**config.mk**
```make
export PLATFORM = sky130hd
export DESIGN_NAME = diff_channel_scheduler
export DESIGN_NICKNAME = d
export VERILOG_FILES = /design/src/rtl/diff_channel_scheduler.sv
export SDC_FILE = /design/constraint.sdc
export NUM_CORES = 2
export LEC_CHECK = 0
export CELL_PAD_IN_SITES_DETAIL_PLACEMENT = 0
export CELL_PAD_IN_SITES_GLOBAL_PLACEMENT = 1
export CORE_ASPECT_RATIO = 0.8
export CORE_MARGIN = 4
export CORE_UTILIZATION = 50
export CTS_CLUSTER_DIAMETER = 100
export DETAILED_ROUTE_END_ITERATION = 6
export PLACE_DENSITY_LB_ADDON = 0.1
export SLEW_MARGIN = 30
export SYNTH_ARGS = -nofsm -noshare
export SYNTH_HDL_FRONTEND = slang
export SYNTH_SLANG_ARGS = --single-unit
```
**constraint.sdc**
```tcl
create_clock -name clk -period 136.6 [get_ports clk]
set_input_delay 27.32 -clock clk [delete_from_list [all_inputs] [get_ports clk]]
set_output_delay 27.32 -clock clk [all_outputs]
set_load 0.05 [all_outputs]
```
**src/rtl/diff_channel_scheduler.sv**
```systemverilog
// Shares one third-order differentiator across NCH channels: each lr_clk rise snapshots
// all samples, then walks channels through S0/S1/S2 using per-channel history.
//
//  state | meaning
//  IDLE  | waiting for an lr_clk rising edge
//  S0    | d1 = x - h1[ch]
//  S1    | d2 = d1 - h2[ch]
//  S2    | d3 = d2 - h3[ch] to output, history of ch updated
module diff_channel_scheduler #(
   parameter int NCH     = 16,
   parameter int W       = 19,
   parameter int CH_BITS = 4
) (
   input  logic                 clk,
   input  logic                 rst,
   input  logic                 lr_clk,
   input  logic [W*NCH-1:0]     sample_in,
   input  logic                 clr_overrun,
   output logic [W-1:0]         out_data,
   output logic [CH_BITS-1:0]   out_ch,
   output logic                 out_valid,
   output logic                 out_last,
   output logic                 busy,
   output logic                 overrun
);

   typedef enum logic [1:0] {IDLE, S0, S1, S2} state_t;

   state_t               r_state;
   state_t               w_next_state;
   logic                 r_lr_prev;
   logic [CH_BITS-1:0]   r_ch;
   logic                 r_busy;
   logic                 r_overrun;
   logic                 r_out_valid;
   logic                 r_out_last;
   logic [W-1:0]         r_out_data;
   logic [CH_BITS-1:0]   r_out_ch;
   logic [W-1:0]         r_d1;
   logic [W-1:0]         r_d2;
   logic [W-1:0]         r_snap [NCH];
   logic [W-1:0]         r_h1   [NCH];
   logic [W-1:0]         r_h2   [NCH];
   logic [W-1:0]         r_h3   [NCH];

   logic                 w_edge;
   logic                 w_start;
   logic                 w_ovr_evt;
   logic                 w_last_ch;
   logic [W-1:0]         w_x;

   // The cycle after the final S2 (last result on the bus) still counts as busy.
   assign w_edge    = lr_clk & ~r_lr_prev;
   assign w_start   = w_edge & (r_state == IDLE) & ~r_out_last;
   assign w_ovr_evt = w_edge & ~w_start;
   assign w_last_ch = (r_ch == CH_BITS'(NCH - 1));
   assign w_x       = r_snap[r_ch];

   always_comb begin
      w_next_state = r_state;
      case (r_state)
         IDLE:    if (w_start) w_next_state = S0;
         S0:      w_next_state = S1;
         S1:      w_next_state = S2;
         S2:      w_next_state = w_last_ch ? IDLE : S0;
         default: w_next_state = IDLE;
      endcase
   end

   always_ff @(posedge clk or posedge rst) begin
      if (rst) begin
         r_state     <= IDLE;
         r_lr_prev   <= 1'b0;
         r_ch        <= '0;
         r_busy      <= 1'b0;
         r_overrun   <= 1'b0;
         r_out_valid <= 1'b0;
         r_out_last  <= 1'b0;
      end else begin
         r_state     <= w_next_state;
         r_lr_prev   <= lr_clk;
         r_busy      <= (w_next_state != IDLE);
         r_out_valid <= (r_state == S2);
         r_out_last  <= (r_state == S2) && w_last_ch;
         if (w_start)
            r_ch <= '0;
         else if (r_state == S2 && !w_last_ch)
            r_ch <= r_ch + CH_BITS'(1);
         if (w_ovr_evt)
            r_overrun <= 1'b1;
         else if (clr_overrun)
            r_overrun <= 1'b0;
      end
   end

   always_ff @(posedge clk or posedge rst) begin
      if (rst) begin
         r_d1       <= '0;
         r_d2       <= '0;
         r_out_data <= '0;
         r_out_ch   <= '0;
         for (int k = 0; k < NCH; k++) begin
            r_snap[k] <= '0;
            r_h1[k]   <= '0;
            r_h2[k]   <= '0;
            r_h3[k]   <= '0;
         end
      end else begin
         if (w_start) begin
            for (int k = 0; k < NCH; k++)
               r_snap[k] <= sample_in[k*W +: W];
         end
         case (r_state)
            S0: r_d1 <= w_x - r_h1[r_ch];
            S1: r_d2 <= r_d1 - r_h2[r_ch];
            S2: begin
               r_out_data <= r_d2 - r_h3[r_ch];
               r_out_ch   <= r_ch;
               r_h1[r_ch] <= w_x;
               r_h2[r_ch] <= r_d1;
               r_h3[r_ch] <= r_d2;
            end
            default: ;
         endcase
      end
   end

   assign out_data  = r_out_data;
   assign out_ch    = r_out_ch;
   assign out_valid = r_out_valid;
   assign out_last  = r_out_last;
   assign busy      = r_busy;
   assign overrun   = r_overrun;

endmodule
```
; Word-level counts from Yosys, hierarchy flattened
; Cells that the tools add are included.
; W data, S select, Z words.
[classes]
eq_ne = 4
bitwise = 8
n_mux = 24
add_sub_neg = 4
reduce_logical = 8
order_cmp = 2
[ops]
columns = operator, count
row1 = $bwmux W304, 3
row2 = $bmux W19 S4, 4
row3 = $mux W19, 9
row4 = $demux W19 S4, 1
row5 = $sub A19 B19 Y19, 3
row6 = $mux W4, 2
row7 = $pmux W2 S4, 1
row8 = $reduce_bool A2 Y1, 3
row9 = $ge A5 B5 Y1 const B, 1
row10 = $lt A5 B1 Y1 const B, 1
row11 = $not A4 Y5, 1
row12 = $add A4 B1 Y4 const B, 1
row13 = $and A1 B1 Y1, 4
row14 = $eq A2 B2 Y1 const B, 2
row15 = $eq A4 B4 Y1 const B, 1
row16 = $logic_and A1 B1 Y1, 3
row17 = $mux W1, 3
row18 = $not A1 Y1, 3
row19 = $eq A2 B1 Y1 const B, 1
row20 = $logic_not A2 Y1, 1
row21 = $mux W2, 1
row22 = $logic_not A1 Y1, 1
[totals]
input_bits = 308
wordCells = 125
regBits = 1288

; Logic depth before layout (Yosys ltp)
[logic_depth]
ltp_word = 7
depth_mapped = 18
depth_no_buf = 14

; Worst setup path before layout
; Ideal clock, no wire load.
[synth_path]
path_kind = input port to flip-flop
from = input port lr_clk
to = register r_snap[100] (netlist bit)
path_slack_ns = 107.758
required_ns = 136.475
stages = 6
arrival_time_ns = 28.717
cell_sequence = inv_1 > nor3b_1 > clkbuf_1 > clkbuf_1 > buf_2 > mux2_2
[synth_between]
elab_chain_cells = 3
[synth_rtl]
columns = element, line
row1 = start: declaration, 16  ; input logic lr_clk,
row2 = $and A1 B1 Y1, 53  ; assign w_edge = lr_clk & ~r_lr_prev;
row3 = $and A1 B1 Y1 (2 in series), 54  ; assign w_start = w_edge & (r_state == IDLE) & ~r_out_last;
row4 = end signal: indexed assignment, 111  ; r_snap[k] <= sample_in[k*W +: W];
row5 = end: declaration, 41  ; logic [W-1:0] r_snap [NCH];
; Every way passes these cells.
; A chain may end at the register's enable or synchronous reset.

==> results.py <==
metrics = {
    "floorplanning": {
        "row_count": 112,
        "core_um2": 117000,
        "die_y_um": 315.8,
        "die_w_um": 392.7,
        "dieArea_um2": 124000,
        "io_pins": 335,
        "initial_core_util_pct": 50.59,
    },
    "critical_path": {
        "required_ns": 137.38,
        "critPathKind": "in2async",
        "critPathMaxFanout": 112,
        "crit_arrival_ns": 31.36,
        "worst_setup_path_end_kind": "async pin",
        "startpoint_type": "primary input",
    },
    "placement": {
        "postPlaceCellArea_um2": 63730,
        "dp_hpwl_mm": 97.50,
        "io_buffers": 334,
        "gp_congestion": 0.8233,
        "post-place-ws_ns": 105.05,
    },
    "yosys": {
        "synthArstFlopShare_pct": 100.0,
        "syn_nets": 4568,
        "synth_top_cell_by_area": "dfrtp_1",
        "synth_area_leaders": "dfrtp_1 (54%), mux2_2 (17%), mux4_2 (13%), o21ai_0 (3.2%), nand2_1 (2.7%)",
        "synth-seq-cells": 1288,
        "synth.avg_cell_area_um2": 14.11,
        "synth_top_area_share_pct": 54.45,
        "syn_inst": 4195,
        "yosys-top-cells-count": "dfrtp_1 (1288), mux2_2 (912), nand2_1 (420), o21ai_0 (378), mux4_2 (347)",
        "synth_warnings": 0,
        "ys_types": 66,
        "synth_edf_count": 0,
        "synth.yosys.seq_area_share_pct": 54.45,
        "synth_ff_type": "dfrtp_1",
        "synthesis.area_um2": 59190,
        "yosysMostFrequentCell": "dfrtp_1",
    },
    "layout": {
        "layout.nets": 4779,
        "n_fill_cell": 9396,
        "drive_gt1_share_pct": 35.22,
        "design_area_um2": 68390,
        "syn2layout_area_growth_pct": 15.53,
    },
    "sta": {
        "layout_setup_ws_ns": 106.02,
        "final-hold-violation-count": 0,
        "worstMarginPinSlew_ns": 0.9913,
        "finalSetupViolCount": 0,
        "min_period_ns": 30.58,
        "tns_ns": 0,
        "slew_headroom_pct": 33.91,
        "rsz0062_at_grt": "false",
        "slew_violations": 0,
        "max_freq_ghz": 0.03270,
        "clock-skew-final_ns": 0.02522,
        "finalCritPeriodShare_pct": 22.39,
    },
    "pwr": {
        "ir_drop_v": 0.00002223,
        "total_power_mw": 1.919,
        "swShare_pct": 38.07,
        "p_leak_nw": 30.23,
        "p_int_mw": 1.189,
        "p_switching_mw": 0.7308,
        "power_frac_seq_pct": 34.8,
        "pwr-share-clk_pct": 19.5,
        "pwr-share-comb_pct": 45.7,
        "power_density_nw_per_um2": 28.07,
    },
    "run": {
        "maxCapViolations": 0,
    },
    "clocking": {
        "clk_path_buf_depth": 3,
        "hold_buffers": 0,
        "cts_resized": 0,
        "clk-insertion-delay-late_ns": 0.77,
        "htree_levels": 4,
        "cts_setup_buffers": 0,
        "clockRootBuffer": "clkbuf_16",
        "cts.sinks": 1288,
        "clkTransAtPathRegs_ns": 0.06,
        "cts_tree": "done",
        "cts-buffers-inserted": 135,
    },
    "global_routing": {
        "grt_use_total_pct": 26.06,
        "grt_antenna_before_repair": 19,
        "grt_pass1_vias": 36930,
        "overflow": 0,
        "grt_pass1_wl_mm": 239.8,
        "grt_max_degree": 152,
    },
    "outcome": {
        "status": "finished, final reports clean",
    },
    "routing": {
        "drtIter0Drc": 2438,
        "drtAntennaViolNets": 0,
        "drc_errors": 0,
        "vias": 35720,
        "wl_mm": 158.1,
        "vias_per_cell": 5.890,
        "dr.pass1.iters": 5,
        "wl_per_cell_um": 26.07,
    },
    "min_path": {
        "min_path_type": "reg2reg",
    },
}
-- layout make-up --
cell class	count	area (um^2)	area share, %
diodes	19	47.55	0.06952
clock buffers	205	4156	6.078
clock inverters	32	376.6	0.5507
inverters	96	367.9	0.5379
multi-input cells	2484	25250	36.92
flip-flops and latches	1288	32250	47.15
well taps	1539	1926	2.816
repair buffers	401	4018	5.875
-- cell usage in the layout (no fill, tap or decap), types with 7 or more instances in the layout --
master,count
mux4_1,11
nand2_1,404
nor2_1,44
clkdlybuf4s50_1,334
mux2i_1,24
diode_2,19
clkbuf_16,139
ha_1,61
o21bai_1,10
nand3_1,7
a211oi_1,13
nor2b_1,9
and2_1,8
clkbuf_1,23
xor2_1,13
buf_6,13
mux4_2,347
inv_1,94
mux2_2,912
a21oi_1,53
nor3_1,8
clkbuf_8,43
xnor2_1,24
dfrtp_1,1284
o21ai_2,15
and3_1,7
a21o_1,24
o21a_1,9
buf_4,46
o21ai_0,378
clkinv_2,16
nand2_4,16
o31ai_1,7
-- registers in the layout, indices dropped and copies added (netlist names), 2 cells and up --
| signal | count |
|---|---|
| r_h2 | 304 |
| r_h1 | 304 |
| r_snap | 304 |
| r_ch | 4 |
| r_state | 2 |
| r_d2 | 19 |
| out_data | 19 |
| r_h3 | 304 |
| r_d1 | 19 |
| out_ch | 4 |
-- stage by stage --
| stage | hold WS (ns) | std cells | utilization [%] |
|---|---|---|---|
| after detailed placement | 0.4630 | 5806 | 54.46 |
| after floorplan | 0.4416 | 4195 | - |
| final | 0.4729 | 6064 | 58.45 |
| after global placement | 0.4547 | 5804 | 54.39 |
| after CTS | 0.4770 | 6043 | 58.34 |
| after global routing | 0.4909 | 6062 | 58.44 |
-- power groups by stage --
stage	clock (mW)	combinational, mW	sequential, mW
6_report	0.375	0.876	0.668
5_1_grt	0.398	0.952	0.689
4_1_cts	0.384	0.876	0.667
3_5_place_dp	0	0.873	0.673
3_3_place_gp	0	0.862	0.668
2_1_floorplan	0	0.653	0.633
-- layer usage --
metal	routed length (um)	GRT usage (%)
met1	73190	38.19
met2	73050	39.89
met3	8079	4.893
met4	3737	8.071
met5	13	0
-- cell families after synthesis --
| kind of cell | share of synthesized area [%] |
|---|---|
| multiplexers | 31.45 |
| flip-flops | 54.45 |
| AO/OA/AOI/OAI | 5.441 |
| AND/OR/NAND/NOR | 3.572 |
| buffers and inverters | 3.133 |
| adder cells (fa/ha/maj) | 1.412 |
| XOR/XNOR | 0.5475 |
-- critical path, stage by stage --
cell,delay (ns)
clkdlybuf4s50_1,0.49
inv_8,0.55
buf_4,0.64
buf_4,0.64
buf_4,0.73
buf_4,0.78
-- worst paths after layout --
path / startpoint / end / slack, ns / depth (start not counted)
max: rst / r_h2[44] / 106.02 / 6
min: r_h1[183] / r_h1[183] / 0.47 / 2
max reg2reg: r_ch[0] / r_d1[13] / 129.94 / 14
min reg2reg: r_h1[183] / r_h1[183] / 0.47 / 2
max in group clk: busy / busy / 107.09 / 1
min in group asynchronous: rst / r_h1[298] / 27.12 / 2
No activity file was read; power rests on OpenSTA's default activity.
